--- config.mk ---
export PLATFORM = sky130hd
export DESIGN_NAME = lsu_ctrl
export DESIGN_NICKNAME = d
export VERILOG_FILES = /design/src/rtl/lsu_ctrl.sv
export SDC_FILE = /design/constraint.sdc
export NUM_CORES = 1
export LEC_CHECK = 0
export CAP_MARGIN = 20
export CORE_MARGIN = 5
export CORE_UTILIZATION = 44
export CTS_BUF_LIST = sky130_fd_sc_hd__clkbuf_4 sky130_fd_sc_hd__clkbuf_8 sky130_fd_sc_hd__clkbuf_16
export CTS_CLUSTER_DIAMETER = 50
export DETAILED_ROUTE_END_ITERATION = 6
export GPL_ROUTABILITY_DRIVEN = 0
export HOLD_SLACK_MARGIN = 0.12
export PLACE_DENSITY = 0.8
export RECOVER_POWER = 100
export SLEW_MARGIN = 20
export SYNTH_ARGS = -nofsm -noshare
export SYNTH_HDL_FRONTEND = slang
export SYNTH_SLANG_ARGS = --single-unit
--- constraint.sdc ---
create_clock -name clk -period 2.3 [get_ports clk]
set_input_delay 0.345 -clock clk [delete_from_list [all_inputs] [get_ports clk]]
set_output_delay 0.345 -clock clk [all_outputs]
set_load 0.005 [all_outputs]
--- src/rtl/lsu_ctrl.sv ---
// ---------------------------------------------------------------------------
// lsu_ctrl
// Load/store unit between the execute stage and the mem stage. It takes one
// load or store from EX, runs the req/gnt/rvalid handshake on the data bus,
// lines up byte enables and store data with the addressed lanes, extends
// load data, and holds the pipeline while an access is in flight.
//
// Ports
//   clk, arst_n           clock; synchronous active-low reset
//   ex_valid_i            EX presents a memory op this cycle
//   ex_load_i/ex_store_i  op type (both high is treated as a fault)
//   ex_funct3_i           RV32I funct3 of the load/store
//   ex_addr_i             effective byte address
//   ex_wdata_i            store source (rs2)
//   lsu_stall_o           hold IF/ID/EX while an access is accepted/in flight
//   dbus_req_o/we/addr/be/wdata   data bus request side
//   dbus_gnt_i/rvalid_i/rdata_i   data bus response side
//   lsu_done_o            one-cycle completion pulse
//   lsu_rdata_o           extended load result (held until the next load)
//   lsu_fault_o           with done: misaligned or illegal funct3, no bus access
//   lsu_err_o             with done: bus timeout
// ---------------------------------------------------------------------------
module lsu_ctrl #(
    parameter int TIMEOUT = 16,
    parameter int TO_W    = 5
) (
    input  logic        clk,
    input  logic        arst_n,
    input  logic        ex_valid_i,
    input  logic        ex_load_i,
    input  logic        ex_store_i,
    input  logic [2:0]  ex_funct3_i,
    input  logic [31:0] ex_addr_i,
    input  logic [31:0] ex_wdata_i,
    output logic        lsu_stall_o,
    output logic        dbus_req_o,
    output logic        dbus_we_o,
    output logic [31:0] dbus_addr_o,
    output logic [3:0]  dbus_be_o,
    output logic [31:0] dbus_wdata_o,
    input  logic        dbus_gnt_i,
    input  logic        dbus_rvalid_i,
    input  logic [31:0] dbus_rdata_i,
    output logic        lsu_done_o,
    output logic [31:0] lsu_rdata_o,
    output logic        lsu_fault_o,
    output logic        lsu_err_o
);

    typedef enum logic [1:0] {IDLE, REQ, WAIT, DONE} state_t;

    localparam logic [TO_W-1:0] TO_LAST = TO_W'(TIMEOUT - 1);

    state_t          state_q;
    logic [TO_W-1:0] toCnt_q;
    logic            isLoad_q;
    logic [2:0]      funct3_q;
    logic [1:0]      offset_q;
    logic            req_q;
    logic            we_q;
    logic [31:0]     addr_q;
    logic [3:0]      be_q;
    logic [31:0]     wdata_q;
    logic            done_q;
    logic            fault_q;
    logic            err_q;
    logic [31:0]     rdata_q;

    logic            accept;
    logic            illegal_d;
    logic [3:0]      be_d;
    logic [31:0]     wdata_d;
    logic [7:0]      loadByte;
    logic [15:0]     loadHalf;
    logic [31:0]     loadResult_d;

    // An op with both type bits set is still accepted so that it can be
    // reported as a fault instead of silently vanishing.
    assign accept = (state_q == IDLE) && ex_valid_i && (ex_load_i || ex_store_i);

    // Stall covers the accept cycle combinationally so EX holds the op while
    // the request is being latched; DONE lets the pipeline move again.
    assign lsu_stall_o = accept || (state_q == REQ) || (state_q == WAIT);

    // Legality: funct3 must be a real load/store encoding and the address
    // must be naturally aligned for the access size.
    always_comb begin
        illegal_d = 1'b0;
        if (ex_load_i && ex_store_i) begin
            illegal_d = 1'b1;
        end else if (ex_load_i) begin
            case (ex_funct3_i)
                3'b000, 3'b100: illegal_d = 1'b0;
                3'b001, 3'b101: illegal_d = ex_addr_i[0];
                3'b010:         illegal_d = |ex_addr_i[1:0];
                default:        illegal_d = 1'b1;
            endcase
        end else begin
            case (ex_funct3_i)
                3'b000:  illegal_d = 1'b0;
                3'b001:  illegal_d = ex_addr_i[0];
                3'b010:  illegal_d = |ex_addr_i[1:0];
                default: illegal_d = 1'b1;
            endcase
        end
    end

    // Store data is replicated across the word so whichever lanes are enabled
    // carry the right bytes; loads always fetch the full word.
    always_comb begin
        be_d    = 4'b1111;
        wdata_d = ex_wdata_i;
        case (ex_funct3_i[1:0])
            2'b00: begin
                wdata_d = {4{ex_wdata_i[7:0]}};
                if (!ex_load_i) be_d = 4'b0001 << ex_addr_i[1:0];
            end
            2'b01: begin
                wdata_d = {2{ex_wdata_i[15:0]}};
                if (!ex_load_i) be_d = 4'b0011 << ex_addr_i[1:0];
            end
            default: begin
                wdata_d = ex_wdata_i;
                be_d    = 4'b1111;
            end
        endcase
    end

    // Lane selection and extension of the returned word, using the byte
    // offset and funct3 captured when the op was accepted.
    always_comb begin
        case (offset_q)
            2'd0:    loadByte = dbus_rdata_i[7:0];
            2'd1:    loadByte = dbus_rdata_i[15:8];
            2'd2:    loadByte = dbus_rdata_i[23:16];
            default: loadByte = dbus_rdata_i[31:24];
        endcase
        loadHalf = offset_q[1] ? dbus_rdata_i[31:16] : dbus_rdata_i[15:0];
        case (funct3_q)
            3'b000:  loadResult_d = {{24{loadByte[7]}}, loadByte};
            3'b100:  loadResult_d = {24'b0, loadByte};
            3'b001:  loadResult_d = {{16{loadHalf[15]}}, loadHalf};
            3'b101:  loadResult_d = {16'b0, loadHalf};
            default: loadResult_d = dbus_rdata_i;
        endcase
    end

    // Main controller. Done/fault/err default low each cycle so they only
    // ever form a single-cycle pulse on entry to DONE. The timeout counter
    // restarts on every entry to REQ or WAIT.
    always_ff @(posedge clk) begin
        if (!arst_n) begin
            state_q  <= IDLE;
            toCnt_q  <= '0;
            isLoad_q <= 1'b0;
            funct3_q <= 3'b0;
            offset_q <= 2'b0;
            req_q    <= 1'b0;
            we_q     <= 1'b0;
            addr_q   <= 32'b0;
            be_q     <= 4'b0;
            wdata_q  <= 32'b0;
            done_q   <= 1'b0;
            fault_q  <= 1'b0;
            err_q    <= 1'b0;
            rdata_q  <= 32'b0;
        end else begin
            done_q  <= 1'b0;
            fault_q <= 1'b0;
            err_q   <= 1'b0;
            case (state_q)
                IDLE: begin
                    if (accept) begin
                        isLoad_q <= ex_load_i;
                        funct3_q <= ex_funct3_i;
                        offset_q <= ex_addr_i[1:0];
                        toCnt_q  <= '0;
                        if (illegal_d) begin
                            state_q <= DONE;
                            done_q  <= 1'b1;
                            fault_q <= 1'b1;
                        end else begin
                            state_q <= REQ;
                            req_q   <= 1'b1;
                            we_q    <= ex_store_i;
                            addr_q  <= {ex_addr_i[31:2], 2'b00};
                            be_q    <= be_d;
                            wdata_q <= wdata_d;
                        end
                    end
                end
                REQ: begin
                    if (dbus_gnt_i) begin
                        req_q   <= 1'b0;
                        toCnt_q <= '0;
                        if (isLoad_q) begin
                            state_q <= WAIT;
                        end else begin
                            state_q <= DONE;
                            done_q  <= 1'b1;
                        end
                    end else if (toCnt_q == TO_LAST) begin
                        req_q   <= 1'b0;
                        state_q <= DONE;
                        done_q  <= 1'b1;
                        err_q   <= 1'b1;
                        if (isLoad_q) rdata_q <= 32'b0;
                    end else begin
                        toCnt_q <= toCnt_q + 1'b1;
                    end
                end
                WAIT: begin
                    if (dbus_rvalid_i) begin
                        rdata_q <= loadResult_d;
                        state_q <= DONE;
                        done_q  <= 1'b1;
                    end else if (toCnt_q == TO_LAST) begin
                        rdata_q <= 32'b0;
                        state_q <= DONE;
                        done_q  <= 1'b1;
                        err_q   <= 1'b1;
                    end else begin
                        toCnt_q <= toCnt_q + 1'b1;
                    end
                end
                DONE: begin
                    state_q <= IDLE;
                end
                default: begin
                    state_q <= IDLE;
                end
            endcase
        end
    end

    assign dbus_req_o   = req_q;
    assign dbus_we_o    = we_q;
    assign dbus_addr_o  = addr_q;
    assign dbus_be_o    = be_q;
    assign dbus_wdata_o = wdata_q;
    assign lsu_done_o   = done_q;
    assign lsu_fault_o  = fault_q;
    assign lsu_err_o    = err_q;
    assign lsu_rdata_o  = rdata_q;

endmodule

==> reports/metrics.cfg <==
[status]
status = completed

[floorplanning]
die_w_microns = 122
start_util_pct = 44.3
die_h_microns = 122
rows = 41
io_pins = 212
die-area_sq_mm = 0.0149
core_area_sq_mm = 0.0125

[cts]
cts.clk_slew.worst_paths_ps = 50
clk_latency_ps = 410
cts.path.max_buffers = 2
cts_tree = built
holdBufCountCts = 0
h-tree-depth = 4
cts.sinks = 116
cts_root_buf = clkbuf_16
cts_made_buffers = 17

[synthesis]
async_flop_share_pct = 0
synthesis.area_sq_mm = 0.00552
synth_cells = 627
yosysWarnings = 0
yosysUniqueCellTypes = 53
synth_top_area_share_pct = 42.1
synth_ff_type = dfxtp_1
synth_top_cell_by_area = dfxtp_1
post_synth.cell_area_avg_sq_um = 8.80
synth_edf_count = 0
synthTopCellsByArea = dfxtp_1 42%, nand3_1 5.7%, a21oi_1 5.6%, o21ai_0 5.0%, mux2i_1 4.7%
ys_seq_area_share_pct = 42.1
yosys_register_bits = 116

[sta]
tightest_slew_ps = 767
setup_viol_count_final = 0
finalSetupTns_ps = 0
timing.fmax_ghz = 0.461
maxSlewViolCount = 0
period_minus_slack_ps = 2170
skew_ps = 6.85
hold_violations = 0
min_period_over_period_pct = 94.2
slew-limit-headroom_pct = 48.8
rsz0062_at_grt = no

[power]
intPower_uw = 4540
p_clk_share_pct = 36.8
p_leak_uw = 0.00360
switchingPower_uw = 1860
power_density_mw_per_mm2 = 767
p_sw_share_pct = 29.1
ir_worst_vdd_v = 0.000375
p_comb_share_pct = 27.0
seqPwrFrac_pct = 36.1

[final_layout]
final_common_cell = dfxtp_1
num_antenna_cells = 0
final_cell_area_sq_mm = 0.00835
layout_common_cells = 116 x dfxtp_1, 106 x clkdlybuf4s50_1, 103 x dlygate4sd3_1, 63 x nand3_1, 62 x a21oi_1
syn2layout_area_growth_pct = 51.2
nets = 943
final_layout_size_suffix_gt1_share_pct = 9.60
fillers = 1026

[setup_path]
cp-start-kind = register
startpoint = state_q[1]$_SDFFE_PN0N_
r2r_end = toCnt_q[3]$_SDFFE_PN0P_
timing.rr.start = state_q[1]$_SDFFE_PN0N_
crit_path_end_kind = output port
arrival_ps = 1820
r2r_setup_slack_ps = 160
cp_max_fo = 4
required_ps = 1960
reg2reg_depth = 8
path_class = reg -> out

[hold_path]
min_to = lsu_rdata_o[6]$_SDFFE_PN0P_
whs_path_depth = 2
min_from = lsu_rdata_o[6]$_SDFFE_PN0P_
min_path_type = reg -> reg

[detailed_routing]
drtAntennaViolNets = 0
drc_errors = 0
drt-pass1-iter-count = 5
postRouteWirelength_microns = 18600
vias = 5680
avgRoutedWirePerCell_microns = 18.5
drt_iter0_drc = 470
vias_per_cell = 5.65

[global_routing]
grt_start_max_net_pins = 51
grt-ovfl-total = 0
grt_antenna_before_repair = 0
grt_usage_pct = 25.0
grt_pass1_vias = 5745
grt_pass1_wl_microns = 29300

[place]
port_buffers = 209
dpl_cell_area_sq_mm = 0.00785
dp_hpwl_microns = 13700

[job]
cap_violations = 0

[worst max path at each step]
stage,to,slack (ps)
floorplan,lsu_rdata_o[0]$_SDFFE_PN0P_,580
global placement,dbus_wdata_o[23]$_SDFFE_PN0P_,-3
detailed placement,dbus_wdata_o[13]$_SDFFE_PN0P_,-70
CTS,lsu_stall_o,50
global route,lsu_rdata_o[24]$_SDFFE_PN0P_,10
finish,lsu_stall_o,130
[metal layers]
| metal | routed length [microns] | global-route usage (%) |
|---|---|---|
| met5 | 0 | 0 |
| met2 | 8850 | 41.5 |
| met4 | 674 | 12.9 |
| met1 | 7340 | 28.0 |
| met3 | 1760 | 9.29 |
[Yosys cell counts (2+ instances only)]
cell and n:
o211a_1 18, mux2_2 9, ha_1 10, nor2_1 21, buf_4 7, a211oi_1 4, o211ai_1 3, mux2i_1 26
o21ai_0 55, o22ai_1 9, nand3_1 63, a21o_1 17, o32ai_1 7, a221oi_2 2, o221ai_1 3, nor3_1 6
buf_2 18, and3_1 5, nand2b_1 12, a21oi_1 62, nand4_1 2, nand2_1 36, inv_1 17, o2111ai_1 8
a32o_1 7, o21a_1 4, a22o_1 18, dfxtp_1 116, inv_2 2, nor2b_1 5, nor2_2 2, clkbuf_1 32
[final cells by class]
cell class | count | area [sq um] | area share (%)
Timing Repair Buffer | 238 | 2350 | 28.1
Inverter | 19 | 71.3 | 0.854
Clock buffer | 24 | 484 | 5.80
Tap cell | 172 | 215 | 2.58
Clock inverter | 1 | 30.0 | 0.360
Multi-Input combinational cell | 435 | 2880 | 34.5
Sequential cell | 116 | 2320 | 27.8
[stage by stage]
step / worst slack (ps) / std cells / hold WS (ps) / util (%) / total power, uW
after floorplan: 578 / 628 / 450 / - / 3300
after global placement: -2.66 / 980 / 447 / 63.0 / 4060
after detailed placement: -68.8 / 980 / 450 / 63.0 / 4120
after CTS: 46.7 / 1005 / 457 / 67.1 / 6500
after global routing: 11.5 / 1005 / 463 / 67.0 / 6740
final: 133 / 1005 / 451 / 67.0 / 6400
[cells by family (layout without fill, tap and decap cells)]
| group | after synthesis | count (layout) | share of synthesized area (%) |
|---|---|---|---|
| other | 1 | 2 | 0.0679 |
| AND/OR/NAND/NOR | 158 | 158 | 14.0 |
| adder cells (fa/ha/maj) | 10 | 10 | 2.27 |
| XOR/XNOR | 1 | 1 | 0.159 |
| flip-flops | 116 | 116 | 42.1 |
| buffers and inverters | 77 | 282 | 6.26 |
| AO/OA/AOI/OAI | 229 | 229 | 28.6 |
| multiplexers | 35 | 35 | 6.55 |
[state kept, by name, indices dropped and copies added (netlist names)]
name          cells
dbus_addr_o      30
dbus_be_o         4
dbus_req_o        1
dbus_wdata_o     32
dbus_we_o         1
funct3_q          3
isLoad_q          1
lsu_done_o        1
lsu_err_o         1
lsu_fault_o       1
lsu_rdata_o      32
offset_q          2
state_q           2
toCnt_q           5
[power by group through the flow]
stage	Combinational, uW	Sequential, uW	Clock, uW
2_1_floorplan	985	2320	0
3_3_place_gp	1720	2340	0
3_5_place_dp	1770	2350	0
4_1_cts	1790	2310	2410
5_1_grt	1880	2330	2520
6_report	1730	2310	2360
[critical path, stage by stage (launching register included)]
cell and delay [ps]:
dfxtp_1 370, inv_2 110, ha_1 200, o211ai_2 130, nand2_1 70, clkdlybuf4s50_1 540
[timing repair]
action / in CTS / in global routing
setup buffers: 0 / 0
pin swaps: 0 / 0
gates resized for setup: 1 / 4
endpoints found under the setup margin: 1 / 1
Note: power is estimated with default switching activity, not from simulation.
